### src/rtl/frame_arbiter.sv
// frame_arbiter: frame-atomic round-robin merge of NumSrc streams
// into one output, with an APB register bank and end-of-frame irq.
module frame_arbiter #(
  parameter int DataBits = 8,
  parameter int NumSrc   = 4
) (
  input  logic                       clk,
  input  logic                       rst,
  input  logic [4:0]                 cfg_paddr,
  input  logic                       cfg_pwrite,
  input  logic [31:0]                cfg_pwdata,
  input  logic                       cfg_psel,
  input  logic                       cfg_penable,
  output logic                       cfg_pready,
  output logic [31:0]                cfg_prdata,
  output logic                       cfg_pslverr,
  output logic                       cfg_irq,
  input  logic [NumSrc-1:0]          src_valid,
  output logic [NumSrc-1:0]          src_ready,
  input  logic [NumSrc*DataBits-1:0] src_data,
  input  logic [NumSrc-1:0]          src_eof,
  output logic                       dout_valid,
  input  logic                       dout_ready,
  output logic [DataBits-1:0]        dout_data,
  output logic                       dout_eof
);

  localparam int IW = 2;

  typedef enum logic {
    IDLE  = 1'b0,
    GRANT = 1'b1
  } state_t;

  state_t              state;
  logic [IW-1:0]       grant;
  logic [IW-1:0]       rr_ptr;
  logic [IW-1:0]       last;
  logic [NumSrc-1:0]   enable;
  logic                irq;
  logic [31:0]         prdata;
  logic [31:0]         fcnt [NumSrc];

  logic                busy;
  logic                sel_valid;
  logic                sel_eof;
  logic [DataBits-1:0] sel_data;
  logic                accept_eof;
  logic [NumSrc-1:0]   req;
  logic                found;
  logic [IW-1:0]       pick;
  logic                apb_setup;
  logic                apb_wr;
  logic                apb_rd;
  logic [2:0]          widx;
  logic [31:0]         rdata;
  logic                unused_bits;

  function automatic logic [IW-1:0] wrap_add(
    input logic [IW-1:0] a,
    input int            b
  );
    int s;
    s = int'(a) + b;
    if (s >= NumSrc) s = s - NumSrc;
    return IW'(s);
  endfunction

  assign cfg_pready  = 1'b1;
  assign cfg_pslverr = 1'b0;
  assign cfg_prdata  = prdata;
  assign cfg_irq     = irq;

  assign unused_bits = ^{cfg_paddr[1:0], cfg_pwdata[31:NumSrc]};

  assign busy       = (state == GRANT) && !rst;
  assign req        = src_valid & enable;
  assign accept_eof = busy && sel_valid && sel_eof && dout_ready;

  assign apb_setup = cfg_psel && !cfg_penable;
  assign apb_wr    = apb_setup && cfg_pwrite;
  assign apb_rd    = apb_setup && !cfg_pwrite;
  assign widx      = cfg_paddr[4:2];

  // Mux the granted source onto the shared output path.
  always_comb begin
    sel_valid = 1'b0;
    sel_eof   = 1'b0;
    sel_data  = '0;
    for (int i = 0; i < NumSrc; i++) begin
      if (grant == IW'(i)) begin
        sel_valid = src_valid[i];
        sel_eof   = src_eof[i];
        sel_data  = src_data[i*DataBits +: DataBits];
      end
    end
  end

  // Output side and per-source ready; all quiet outside GRANT.
  always_comb begin
    dout_valid = busy && sel_valid;
    dout_data  = busy ? sel_data : '0;
    dout_eof   = busy && sel_eof;
    src_ready  = '0;
    for (int i = 0; i < NumSrc; i++) begin
      src_ready[i] = busy && (grant == IW'(i)) && dout_ready;
    end
  end

  // Round-robin pick: first enabled requester at or after rr_ptr.
  always_comb begin
    found = 1'b0;
    pick  = '0;
    for (int off = 0; off < NumSrc; off++) begin
      if (!found && req[wrap_add(rr_ptr, off)]) begin
        found = 1'b1;
        pick  = wrap_add(rr_ptr, off);
      end
    end
  end

  // Register read decode.
  always_comb begin
    rdata = '0;
    case (widx)
      3'd0: rdata[NumSrc-1:0] = enable;
      3'd1: begin
        rdata[0]   = (state == GRANT);
        rdata[5:4] = grant;
      end
      3'd2: rdata[0] = irq;
      3'd3: rdata[IW-1:0] = last;
      default: begin
        for (int i = 0; i < NumSrc; i++) begin
          if (widx[1:0] == IW'(i)) rdata = fcnt[i];
        end
      end
    endcase
  end

  // Grant FSM, frame statistics, irq and register state.
  always_ff @(posedge clk) begin
    if (rst) begin
      state  <= IDLE;
      grant  <= '0;
      rr_ptr <= '0;
      last   <= '0;
      enable <= '1;
      irq    <= 1'b0;
      prdata <= '0;
      for (int i = 0; i < NumSrc; i++) fcnt[i] <= '0;
    end else begin
      case (state)
        IDLE: begin
          if (found) begin
            grant <= pick;
            state <= GRANT;
          end
        end
        GRANT: begin
          if (accept_eof) begin
            fcnt[grant] <= fcnt[grant] + 32'd1;
            last        <= grant;
            rr_ptr      <= wrap_add(grant, 1);
            state       <= IDLE;
          end
        end
        default: state <= IDLE;
      endcase
      if (apb_wr && widx == 3'd0) enable <= cfg_pwdata[NumSrc-1:0];
      if (accept_eof) begin
        irq <= 1'b1;
      end else if (apb_wr && widx == 3'd2) begin
        irq <= cfg_pwdata[0];
      end
      if (apb_rd) prdata <= rdata;
    end
  end

endmodule

### config.mk
export PLATFORM = sky130hd
export DESIGN_NAME = frame_arbiter
export DESIGN_NICKNAME = d
export VERILOG_FILES = /design/src/rtl/frame_arbiter.sv
export SDC_FILE = /design/constraint.sdc
export NUM_CORES = 1
export LEC_CHECK = 0
export ABC_AREA = 1
export CAP_MARGIN = 10
export CELL_PAD_IN_SITES_DETAIL_PLACEMENT = 1
export CELL_PAD_IN_SITES_GLOBAL_PLACEMENT = 1
export CORE_ASPECT_RATIO = 0.5
export CORE_MARGIN = 5
export CORE_UTILIZATION = 44
export DETAILED_ROUTE_END_ITERATION = 8
export GPL_ROUTABILITY_DRIVEN = 0
export GPL_TIMING_DRIVEN = 1
export PLACE_DENSITY_LB_ADDON = 0.1
export SLEW_MARGIN = 10
export SYNTH_ARGS = -nofsm -noshare
export SYNTH_HDL_FRONTEND = slang
export SYNTH_SLANG_ARGS = --single-unit
### constraint.sdc
create_clock -name clk -period 6.86 [get_ports clk]
set_input_delay 1.029 -clock clk [delete_from_list [all_inputs] [get_ports clk]]
set_output_delay 1.029 -clock clk [all_outputs]
set_load 0.01 [all_outputs]
==> out/results.txt, run 1 <==
Crit path time final -> 4.50 ns
Worst-path clk slew -> 0.07 ns
Root cell of the clock tree -> clkbuf_16
Die Ht -> 117 um
Worst-Margin Slew -> 0.974 ns
Yosys Warn Count -> 0
Wl on met1 -> 16.1 mm
Post-synth top area share -> 38.1%
Final instance area -> 11900 um2
Outcome -> complete, no violations
Yosys top cell by area -> edfxtp_1
CTS Buffer Depth -> 2
Crit path max-delay family -> simple AND/OR/NAND/NOR gates
Footprint of the multi-input gates -> 4630 um2
Post-Route WL -> 36.9 mm
Worst Skew -> 0.0115 ns
Most used cell, CP -> buf_4
Mapped Cells -> 1366
Final Hold Fails -> 0
GRT overflow -> 0
Io pins -> 132
Cell Area, Synth -> 10100 um2
Hold Startpoint -> cfg_prdata[22]
Hold Crit Endpoint -> cfg_prdata[22]
Global-route wire length before repair -> 57.6 mm
DR top layer -> met4
Sequential Area -> 4770 um2
Most frequent cells in the layout -> nand2_1, nor2_1, edfxtp_1
WL met3 -> 3.20 mm
Fillers -> 2876
FF-to-FF setup slack -> 2.51 ns
CP Launch Type -> primary input
Unique masters post-synth -> 43
Relative slew slack -> 34.9%
Worst Hold Path Cells -> 2
Pre-CTS WS -> 1.86 ns
DRC errors left -> 0
Reg power frac -> 43.0%
DR iter-0 viols -> 720
Worst R2R End -> fcnt[2][17]
Vias post-DR -> 9914
Max cap viols -> 0
Peak VDD IR -> 0.000205 V
DIE AREA -> 26300 um2
Core area -> 22700 um2
Max Freq -> 0.222 GHz
Setup crit end kind -> flip-flop
Cells on worst reg2reg path -> 13
Post-DRT Antenna Nets -> 0
Initial Util -> 44.5%
Sequential cell area fraction in the yosys report -> 47.2%
Switch Pwr -> 865 uW
CP Max Fanout -> 33
Layout cell share with drive strength beyond 1 -> 5.80%
Post-CTS setup buffer count -> 0
Tot GR Track Use -> 28.8%
# rows -> 39
Worst path max stage delay -> 0.65 ns
Wire per inst -> 21.1 um
Synth async-reset ratio -> 0%
Pwr Density -> 235 nW/um2
Syn Area/Cell -> 7.39 um2
Worst skew pair latency -> 0.46 ns
Met2 wire len -> 17.0 mm
Vias per std cell -> 5.65
Number of clock sinks -> 174
Power Total -> 2790 uW
Worst hold slack -> 0.466 ns
Port bufs -> 99
Switching share of total power -> 31.0%
Reg-to-Reg Start -> grant[1]
Worst path bufs/invs -> 4
Number of global-route vias before repair -> 10300
Die W -> 224 um
WP data required -> 6.96 ns
Setup violators final -> 0
Setup TNS -> 0 ns
CTS resizes -> 0
Detailed placer's ending HPWL -> 24.0 mm
WP depth -> 11
CTS buffer count -> 17
Most common cell after layout, fill and taps aside -> nand2_1
Pins Over Slew Limit -> 0
Largest cells by area after synthesis -> edfxtp_1, nand2_1, dfxtp_1
Critical path data arrival time -> 4.60 ns
CTS tree -> built
Static leakage -> 0.00481 uW
Clk pwr share -> 36.7%
Pint -> 1920 uW
Post-Place Cell Area -> 11300 um2
Final #Nets -> 1523
RSZ-0062 raised after global routing -> no
Final worst slack -> 2.36 ns
Syn_nets -> 1454
Kind of critical path -> in2reg
# hold bufs at CTS -> 0
H-tree Lvls -> 4
Prevailing post-synth register cell -> edfxtp_1
Slowest CP cell -> nor2_2
Largest net degree at the start of global routing -> 69
Period utilisation layout -> 65.6%
Worst-path cell chain -> clkdlybuf4s50_1 -> buf_4 -> nor2_2 -> o21ai_0 -> a21oi_1 -> nand2_1 -> nor2_2 -> nand3_1 -> buf_4 -> nand2_1 -> buf_4
Area grow syn2layout -> 17.6%
DR pass1 iterations -> 5
Synth Register Bits -> 174
Initial antenna violation count -> 0
Post-synth EDFFs -> 128
Combinational share of power -> 20.3%
Hold Crit Class -> reg2reg
# diodes -> 0
-- area by class of cell --
cell class	instances	share of cell area, %
Tap cell	307	3.24
Multi-Input combinational cell	1031	39.0
Sequential cell	174	40.2
Timing Repair Buffer	119	9.61
Clock buffer	19	3.73
Clock inverter	13	1.39
Inverter	92	2.91
-- synth_stat cells (2+ instances only) --
cell type  instances
nand2_1          465
nor2_1           216
edfxtp_1         128
nand3_1           96
inv_1             84
o21ai_0           77
a21oi_1           56
dfxtp_1           46
clkbuf_1          31
buf_2             26
xor2_1            18
o211ai_1          14
nor2_2            13
o22ai_1           11
o21a_1            10
nand4_1            8
buf_6              7
a31oi_1            6
inv_2              6
buf_4              5
ha_1               5
nand2_2            5
nor3_1             4
nand3_2            3
o221ai_1           3
clkinv_1           2
conb_1             2
nand3b_1           2
o2111ai_1          2
o21ai_1            2
-- kinds of logic after synthesis --
kind of cell	count (synthesis)	share of synthesized area [%]
buffers and inverters	161	7.02
AO/OA/AOI/OAI	187	10.4
AND/OR/NAND/NOR	817	32.8
XOR/XNOR	20	1.81
other	2	0.0744
flip-flops	174	47.2
adder cells (fa/ha/maj)	5	0.620
-- registers in the layout, summed over array words and instances, names as in the netlist, named ones only --
| signal | flops |
|---|---|
| fcnt | 128 |
| cfg_prdata | 32 |
| enable | 4 |
| grant | 2 |
| last | 2 |
| rr_ptr | 2 |
| cfg_irq | 1 |
| state | 1 |
-- worst max path at each step --
stage	end	startpoint	slack, ns
2_1_floorplan	fcnt[0][0]	rst	3.48
4_1_cts	fcnt[2][18]	rst	2.33
5_1_grt	fcnt[2][18]	rst	2.02
3_5_place_dp	fcnt[2][14]	rst	1.86
6_report	fcnt[2][17]	rst	2.36
3_3_place_gp	fcnt[2][14]	rst	2.02
-- power groups by stage --
stage / Combinational (uW) / Clock (uW) / Sequential [uW]
floorplan: 368 / 0 / 1220
global placement: 536 / 0 / 1220
detailed placement: 558 / 0 / 1220
CTS: 563 / 1030 / 1200
global route: 627 / 1090 / 1200
finish: 566 / 1020 / 1200
-- stage by stage --
| step | utilization [%] | std cells |
|---|---|---|
| 2_1_floorplan | - | 1366 |
| 3_3_place_gp | 49.6 | 1723 |
| 3_5_place_dp | 49.6 | 1723 |
| 4_1_cts | 52.3 | 1755 |
| 5_1_grt | 52.3 | 1755 |
| 6_report | 52.3 | 1755 |
-- worst register-to-register path: cells and delay by family (launching register included) --
kind | cells | cell delay (ns)
compound gates | 1 | 0.20
fa+ha+maj | 1 | 0.41
simple gates | 7 | 1.58
buf+inv | 4 | 1.38
flops | 1 | 0.42
-- routing by layer --
layer	vias up	track usage, %
li1	4596	-
met1	4830	37.4
met2	427	49.2
met3	61	6.33
met4	0	8.47
met5	-	0
(Power assumes the default switching activity.)
==> run 2, diff against run 1 <==
CORE_UTILIZATION = 37   (was 44)
clock period = 3.7 ns   (was 6.86 ns; I/O delays follow)
==> run 2 against run 1 <==
Combinational power is 87% higher. Critical path depth is 3 lower. Global-route usage is 4.8 points lower. Worst hold slack worse by 0.0016 ns. Critical endpoint is now dout_eof. Core utilization is 7.3 points lower. Register-to-register slack worse by 1.8 ns. Design area is 1.1% higher. Wire length is 0.41% higher. Clock skew is 0.0034 ns higher. Total power is 83% higher.
==> out/results.txt, run 2 (synthesis results as in run 1) <==
Post-Route WL -> 37.1 mm (+0.41%)
CP startpoint -> grant[0]
GRT overflow -> 0 (unchanged)
Die Ht -> 127 um (+8.3%)
Combinational share of power -> 20.9% (+0.6 points)
Kind of critical path -> reg2out
DR iter-0 viols -> 706 (-1.9%)
Reg power frac -> 43.6% (+0.6 points)
RSZ-0062 raised after global routing -> no
Slowest CP cell -> clkdlybuf4s50_1
Most common cell after layout, fill and taps aside -> nand2_1
Most frequent cells in the layout -> nand2_1, nor2_1, edfxtp_1
Hold Crit Endpoint -> cfg_prdata[23]
Clk pwr share -> 35.5% (-1.2 points)
Biggest register -> fcnt
# rows -> 42 (+7.7%)
Setup crit end kind -> output pin
FF-to-FF setup slack -> 0.66 ns (-1.85 ns)
Crit path max-delay family -> buffers and inverters
Crit path time final -> 3.38 ns
Post-CTS setup buffer count -> 0 (unchanged)
Final worst slack -> 0.325 ns (-2.04 ns)
Worst path max stage delay -> 0.55 ns (-0.10 ns)
# hold bufs at CTS -> 0 (unchanged)
Max cap viols -> 0 (unchanged)
Outcome -> complete, no violations
Post-DRT Antenna Nets -> 0 (unchanged)
CTS tree -> built
Peak VDD IR -> 0.000356 V (+73%)
CTS resizes -> 0 (unchanged)
Largest net degree at the start of global routing -> 49 (-29%)
CTS Buffer Depth -> 2 (unchanged)
Worst Skew -> 0.0148 ns (+0.00337 ns)
Worst-path clk slew -> 0.06 ns (about the same)
Switch Pwr -> 1590 uW (+84%)
CP Max Fanout -> 18 (-45%)
DRC errors left -> 0 (unchanged)
Hold Crit Class -> reg2reg
CTS buffer count -> 17 (unchanged)
Pre-CTS WS -> 0.597 ns (-1.27 ns)
Worst Hold Path Cells -> 2 (unchanged)
Critical path data arrival time -> 2.82 ns (-1.78 ns)
Relative slew slack -> 56.1% (+21 points)
Max Freq -> 0.296 GHz
Number of global-route vias before repair -> 10000 (-2.4%)
Tot GR Track Use -> 23.9% (-4.8 points)
Pint -> 3510 uW (+82%)
Worst skew pair latency -> 0.45 ns (about the same)
DR pass1 iterations -> 5 (unchanged)
Worst R2R End -> fcnt[3][20]
H-tree Lvls -> 4 (unchanged)
Worst path bufs/invs -> 3 (-1)
Period utilisation layout -> 91.2%
Worst-path cell chain -> inv_1 -> ha_1 -> inv_1 -> o21ai_0 -> nand2_1 -> o21ai_0 -> nor2_1 -> clkdlybuf4s50_1
Reg-to-Reg Start -> grant[0]
Global-route wire length before repair -> 57.3 mm (-0.57%)
Initial antenna violation count -> 0 (unchanged)
Pwr Density -> 425 nW/um2 (+81%)
Worst-Margin Slew -> 0.657 ns (-0.317 ns)
Final #Nets -> 1532 (+0.59%)
Switching share of total power -> 31.2% (+0.19 points)
DIE AREA -> 30900 um2 (+18%)
Detailed placer's ending HPWL -> 24.7 mm (+2.9%)
# diodes -> 0 (unchanged)
Max FFs per register -> 128 (unchanged)
Static leakage -> 0.00486 uW (+1.0%)
Number of clock sinks -> 174 (unchanged)
Pins Over Slew Limit -> 0 (unchanged)
Setup TNS -> 0 ns (unchanged)
CP Launch Type -> flip-flop
Vias post-DR -> 9670 (-2.5%)
Area grow syn2layout -> 18.9%
WP data required -> 3.14 ns (-3.82 ns)
Io pins -> 132 (unchanged)
Core area -> 26600 um2 (+17%)
Vias per std cell -> 5.35 (-5.4%)
Cells on worst reg2reg path -> 11 (-2)
Initial Util -> 37.9% (-6.6 points)
Die W -> 244 um (+8.6%)
Layout cell share with drive strength beyond 1 -> 6.11% (+0.31 points)
Root cell of the clock tree -> clkbuf_16
Port bufs -> 99 (unchanged)
Wire per inst -> 20.5 um (-2.6%)
Setup violators final -> 0 (unchanged)
Final Hold Fails -> 0 (unchanged)
Hold Startpoint -> cfg_prdata[23]
run 2: cell types whose count changed in the layout (fill, tap and decap cells not counted), sizes merged:
cell	delta
inv	+1
buf	+9
bufinv	-1
clkinvlp	-2
clkbuf	+2
run 2: per-stage QoR:
stage                     power, uW  util, %  hold WS [ns]  area, um2  instances
after detailed placement       3330     42.9         0.456      11400       1777
after floorplan                2940        -         0.429      10100       1366
final                          5100     45.0         0.464      12000       1809
after global placement         3290     42.9         0.451      11400       1777
after global routing           5340     45.0         0.484      12000       1809
after CTS                      5140     45.0         0.467      12000       1809
run 2: power groups by stage:
stage          clock network, uW  registers [uW]  logic (uW)
2_1_floorplan                  0            2250         681
3_3_place_gp                   0            2260        1030
3_5_place_dp                   0            2270        1060
4_1_cts                     1840            2230        1070
5_1_grt                     1930            2240        1170
6_report                    1810            2230        1060
run 2: how the worst max path moves through the flow:
| stage | endpoint | slack [ns] | depth (start not counted) |
|---|---|---|---|
| floorplan | fcnt[0][0] | 0.68 | 12 |
| global placement | fcnt[3][17] | 0.70 | 11 |
| detailed placement | fcnt[3][16] | 0.60 | 10 |
| CTS | dout_eof | 0.25 | 8 |
| global route | dout_eof | 0.04 | 8 |
| finish | dout_eof | 0.32 | 8 |
run 2: worst register-to-register path: stages (launching register included):
cell,delay [ns]
dfxtp_1,0.44
inv_1,0.17
ha_1,0.30
inv_1,0.35
o21ai_0,0.21
nand2_1,0.09
o21ai_0,0.15
nor2_2,0.22
buf_4,0.27
o21ai_0,0.10
inv_1,0.13
buf_12,0.27
run 2: layout make-up:
cell class                      instances  area, um2
Clock buffer                           21        450
Clock inverter                         11        115
Fill cell                            3282      14600
Inverter                               92        345
Multi-Input combinational cell       1031       4620
Sequential cell                       174       4770
Tap cell                              352        440
Timing Repair Buffer                  128       1260
run 2: metal layers:
| metal | routed length [um] | vias up | track usage [%] |
|---|---|---|---|
| met5 | 0 | - | 0 |
| li1 | - | 4611 | - |
| met3 | 2340 | 37 | 4.90 |
| met1 | 17000 | 4724 | 32.1 |
| met2 | 17300 | 298 | 40.6 |
| met4 | 450 | 0 | 5.07 |
==> run 3, diff against run 2 <==
PLACE_DENSITY = 0.84   (was default)
PLACE_DENSITY_LB_ADDON = default   (was 0.1)
==> run 3 against run 2 <==
Via count increased by 2.5%. Die area is the same. Design area hardly changed. Sequential share of layout area about the same. Count of clock-buffer cells in the layout unchanged. Combinational power is essentially flat. Sequential power barely moved. Fmax decreased by 0.48%. Final cell count unchanged. Clock skew up 0.00058 ns.
==> out/results.txt, run 3 (synthesis results as in run 1) <==
Crit path time final -> 3.39 ns (+0.0164 ns)
Io pins -> 132 (unchanged)
Pwr Density -> 426 nW/um2 (+0.18%)
Die Ht -> 127 um (unchanged)
Final #Nets -> 1532 (unchanged)
DIE AREA -> 30900 um2 (unchanged)
Wire per inst -> 20.4 um (-0.40%)
Global-route wire length before repair -> 57.4 mm (+0.20%)
CP startpoint -> grant[1]
GRT overflow -> 0 (unchanged)
DR iter-0 viols -> 972 (+38%)
Max cap viols -> 0 (unchanged)
Setup crit end kind -> output pin
Hold Crit Class -> reg2reg
Pins Over Slew Limit -> 0 (unchanged)
Root cell of the clock tree -> clkbuf_16
Final Hold Fails -> 0 (unchanged)
Biggest register -> fcnt
Peak VDD IR -> 0.000359 V (+1.0%)
Cells on worst reg2reg path -> 12 (+1)
Most common cell after layout, fill and taps aside -> nand2_1
Critical path data arrival time -> 2.84 ns (+0.02 ns)
Layout cell share with drive strength beyond 1 -> 6.38% (+0.27 points)
Fillers -> 3268 (-0.43%)
RSZ-0062 raised after global routing -> no
Post-Place Cell Area -> 11400 um2 (unchanged)
Vias per std cell -> 5.48 (+2.5%)
Vias post-DR -> 9909 (+2.5%)
CP endpoint -> dout_eof
Worst-path cell chain -> inv_1 -> ha_1 -> inv_2 -> nand3_1 -> nand2_1 -> o21ai_0 -> nand2_1 -> o21ai_0 -> nor2_1 -> clkdlybuf4s50_1
CP Launch Type -> flip-flop
# rows -> 42 (unchanged)
Initial Util -> 37.9% (unchanged)
Setup violators final -> 0 (unchanged)
Period utilisation layout -> 91.7% (+0.44 points)
Final instance area -> 12000 um2 (about the same)
Worst path max stage delay -> 0.55 ns (about the same)
Worst hold slack -> 0.470 ns (+0.00657 ns)
CTS tree -> built
Worst-Margin Slew -> 0.678 ns (+0.0213 ns)
# diodes -> 0 (unchanged)
Number of global-route vias before repair -> 10400 (+4.3%)
Max FFs per register -> 128 (unchanged)
Layout Cells excl Fill -> 1809 (unchanged)
Worst skew pair latency -> 0.45 ns (about the same)
Port bufs -> 99 (unchanged)
Core area -> 26600 um2 (unchanged)
WP data required -> 3.14 ns (about the same)
Post-CTS setup buffer count -> 0 (unchanged)
Reg-to-Reg Start -> grant[1]
Setup TNS -> 0 ns (unchanged)
Worst R2R End -> fcnt[0][21]
Slowest CP cell -> clkdlybuf4s50_1
Initial antenna violation count -> 0 (unchanged)
Final worst slack -> 0.309 ns (-0.0164 ns)
Worst Skew -> 0.0154 ns (+0.000582 ns)
DRC errors left -> 0 (unchanged)
CTS Buffer Depth -> 2 (unchanged)
Worst-path clk slew -> 0.07 ns (about the same)
Largest net degree at the start of global routing -> 37 (-24%)
FF-to-FF setup slack -> 0.59 ns (-0.07 ns)
Post-DRT Antenna Nets -> 0 (unchanged)
Outcome -> complete, no violations
Relative slew slack -> 54.6% (-1.5 points)
Post-Route WL -> 37.0 mm (-0.40%)
H-tree Lvls -> 4 (unchanged)
Placed Cells -> 1777 (unchanged)
Most frequent cells in the layout -> nand2_1, nor2_1, edfxtp_1
Die W -> 244 um (unchanged)
Static leakage -> 0.00487 uW (+0.25%)
Max Freq -> 0.295 GHz (-0.48%)
Detailed placer's ending HPWL -> 24.8 mm (+0.68%)
Tot GR Track Use -> 23.6% (-0.35 points)
CP Max Fanout -> 11 (-7)
CTS buffer count -> 17 (unchanged)
DR pass1 iterations -> 5 (unchanged)
Number of clock sinks -> 174 (unchanged)
Area grow syn2layout -> 18.9% (about the same)
Kind of critical path -> reg2out
Pre-CTS WS -> 0.522 ns (-0.0749 ns)
run 3: cell count changes in the layout (fill, tap and decap cells not counted):
cell,before,now
clkinv_2,3,2
inv_2,6,7
clkbuf_16,17,18
inv_1,84,83
bufinv_16,2,1
clkinvlp_4,2,1
clkinv_1,4,2
clkinv_4,0,2
clkbuf_1,3,2
inv_4,0,3
run 3: metrics by stage:
stage | total power [uW] | util [%]
3_3_place_gp | 3260 | 42.9
4_1_cts | 5110 | 45.1
6_report | 5110 | 45.1
3_5_place_dp | 3310 | 42.9
5_1_grt | 5320 | 45.1
2_1_floorplan | 2940 | -
run 3: power by group:
group / internal (uW) / switching, uW
Combinational: 327 / 742
Sequential: 2170 / 52.2
Clock: 991 / 827
Total: 3490 / 1620
run 3: final cells by class:
cell class              count  area, um2  area share, %
well taps                 352        440           3.67
repair buffers            128       1260           10.5
flip-flops and latches    174       4770           39.7
inverters                  92        345           2.88
multi-input cells        1031       4620           38.5
clock buffers              21        472           3.93
clock inverters            11        101          0.844
run 3: layer usage:
layer  routed length, um  global-route usage [%]  vias to the layer above
li1                    -                       -                     4615
met4                 660                    6.96                        0
met5                   0                       0                        -
met1               15400                    29.3                     4839
met2               17900                    42.2                      403
met3                2950                    4.48                       52
run 3: how the worst min path moves through the flow:
stage / from / endpoint / cells after the start
2_1_floorplan: last[0] / last[0] / 2
3_3_place_gp: cfg_prdata[8] / cfg_prdata[8] / 2
3_5_place_dp: cfg_prdata[8] / cfg_prdata[8] / 2
4_1_cts: cfg_prdata[8] / cfg_prdata[8] / 2
5_1_grt: cfg_prdata[31] / cfg_prdata[31] / 2
6_report: cfg_prdata[8] / cfg_prdata[8] / 2
run 3: worst max-delay path: cells and delay by family, from the launching register on:
family | cells | cell delay, ns
AO/OA/AOI/OAI | 2 | 0.21
adder cells (fa/ha/maj) | 1 | 0.37
buffers and inverters | 3 | 0.97
flip-flops | 1 | 0.45
AND/OR/NAND/NOR | 4 | 0.38
run 3: timing repair:
| action | in CTS | in global routing |
|---|---|---|
| endpoints found under the setup margin | 0 | 2 |
| resized for setup | 0 | 1 |
| hold buffers | 0 | 0 |
==> RTL change, RTL diff (settings of run 2) <==
Put one more register stage on the output `cfg_irq`, without a reset. The value now appears one clock later. The other outputs are not delayed to match.
--- a/src/rtl/frame_arbiter.sv
+++ b/src/rtl/frame_arbiter.sv
@@ -69,7 +69,9 @@
   assign cfg_pready  = 1'b1;
   assign cfg_pslverr = 1'b0;
   assign cfg_prdata  = prdata;
-  assign cfg_irq     = irq;
+  always_ff @(posedge clk) begin
+    cfg_irq <= irq;
+  end
 
   assign unused_bits = ^{cfg_paddr[1:0], cfg_pwdata[31:NumSrc]};
 
Formal check against the unedited RTL: not equivalent (a bounded check fails within 4 cycles, from zero or initial values and one cycle with rst high).
==> RTL change against run 2 <==
  * Register-to-register slack gained 0.02 ns
  * Sequential cell count grew 1
  * Routed wire length shrank 2.4%
  * Sequential share of layout area grew 0.16 points
  * Setup slack lost 0.025 ns
  * Synthesized area shrank 0.31%
  * Cell area is essentially flat
  * Power shrank 1.4%
  * Clock power shrank 3%
  * Critical endpoint unchanged
  * Highest routed layer unchanged
==> RTL change: results (changes against run 2) <==
- Status: finished clean
- Worst skew pair latency: 0.46 ns
- Critical R2R Capture: fcnt[3][26]$_DFFE_PP_
- Cells after DPL: 1,765 (-0.68%)
- Leakage: 0.00479 uW (-1.5%)
- Crit. Startpoint: grant[0]$_SDFFE_PP0P_
- Synth cell types: 41 (-4.7%)
- Min-delay worst type: reg2reg
- Clock Skew: 0.0136 ns (-0.00123 ns)
- CTS Buf Count: 17 (unchanged)
- Pre-CTS setup slack: 0.570 ns (-0.0267 ns)
- Initial antenna violation count: 0 (unchanged)
- Seq/Total Area, Yosys: 47.5% (+0.35 points)
- Largest net degree at the start of global routing: 71 (+45%)
- I/O Buffers: 99 (unchanged)
- GRT met2 Usage: 38.3% (-2.3 points)
- First-pass GRT wire length: 56,400 um (-1.6%)
- Nets: 1,520 (-0.78%)
- Hold-critical path depth: 0 (-2)
- DR WL met2: 16,400 um (-5.2%)
- Number of enable flip-flop cells after synthesis: 128 (unchanged)
- Syn_nets: 1,442 (-0.83%)
- Worst EP arrival: 2.85 ns (+0.03 ns)
- Via density: 5.41 (+1.2%)
- Post-synth ARST share: 0% (unchanged)
- Max layer used: met4
- Routed length per placed instance: 20.1 um (-1.8%)
- Placed cell area: 11,400 sq um (about the same)
- # Post-CTS Setup Buffers: 0 (unchanged)
- Max_slew headroom: 55.3% (-0.82 points)
- Met3 wire len: 2360 um (+1.0%)
- Layout cells sized above 1: 6.23% (+0.12 points)
- Ant diodes: 0 (unchanged)
- Peak VDD IR: 0.000288 V (-19%)
- GR Util met3: 5.25% (+0.36 points)
- Vias in the first global route: 9,997 (-0.18%)
- Detailed-route via count: 9,721 (+0.53%)
- Largest register FFs: 128 (unchanged)
- Fmax: 294 MHz (-0.74%)
- DPL Wire Length: 23,900 um (-3.3%)
- Reg clk slew, reported paths: 0.07 ns
- Yosys Warn Count: 0 (unchanged)
- Met1 Use GR: 32.1% (about the same)
- Clock tree buffer depth: 2 (unchanged)
- Clk root buf: clkbuf_16
- Mean post-synth cell area: 7.43 sq um (+0.57%)
- DR iter-0 viols: 745 (+5.5%)
- Synth cell count leaders: nand2_1 (467), nor2_1 (212), edfxtp_1 (128)
- Met1 Wirelength: 17,000 um (-0.14%)
- R2R setup slack: 0.68 ns (+0.02 ns)
- GR Util All Layers: 23.4% (-0.55 points)
- Worst setup path end: dout_eof
- Top cells by area, synth: edfxtp_1 (38%), nand2_1 (17%), dfxtp_1 (9.3%)
-- RTL change: kinds of logic after synthesis --
group | Yosys count | synth area share, %
AO/OA/AOI/OAI | 186 | 10.4
XOR/XNOR | 19 | 1.65
adder cells (fa/ha/maj) | 5 | 0.622
buffers and inverters | 157 | 6.89
flip-flops | 175 | 47.5
other | 2 | 0.0746
AND/OR/NAND/NOR | 810 | 32.8
-- RTL change: worst max-delay path, cell delays in order, from the launching register on --
cell and delay (ns):
dfxtp_1 0.44, inv_1 0.18, ha_1 0.29, inv_1 0.36
o21ai_0 0.16, nand2_1 0.07, o21ai_0 0.19, nor2_1 0.14
clkdlybuf4s50_1 0.57
-- RTL change: worst min path at each step --
stage	to	slack, ns	start
2_1_floorplan	cfg_irq$_DFF_P_	0.35	irq$_SDFFE_PP0P_
3_3_place_gp	cfg_irq$_DFF_P_	0.37	irq$_SDFFE_PP0P_
3_5_place_dp	cfg_irq$_DFF_P_	0.38	irq$_SDFFE_PP0P_
4_1_cts	cfg_irq$_DFF_P_	0.39	irq$_SDFFE_PP0P_
5_1_grt	cfg_irq$_DFF_P_	0.40	irq$_SDFFE_PP0P_
6_report	cfg_irq$_DFF_P_	0.38	irq$_SDFFE_PP0P_
-- RTL change: cell type report --
cell class | count | area, sq um
clock buffers | 23 | 489
clock inverters | 9 | 75.1
fillers | 3236 | 14600
inverters | 88 | 337
multi-input cells | 1022 | 4590
flip-flops and latches | 175 | 4790
well taps | 352 | 440
repair buffers | 128 | 1280
-- RTL change: report_power, final --
group	leakage (uW)	total (uW)	switching, uW	internal (uW)
Clock	0.000275	1760	817	945
Combinational	0.00281	1030	710	322
Sequential	0.00170	2230	48.8	2190
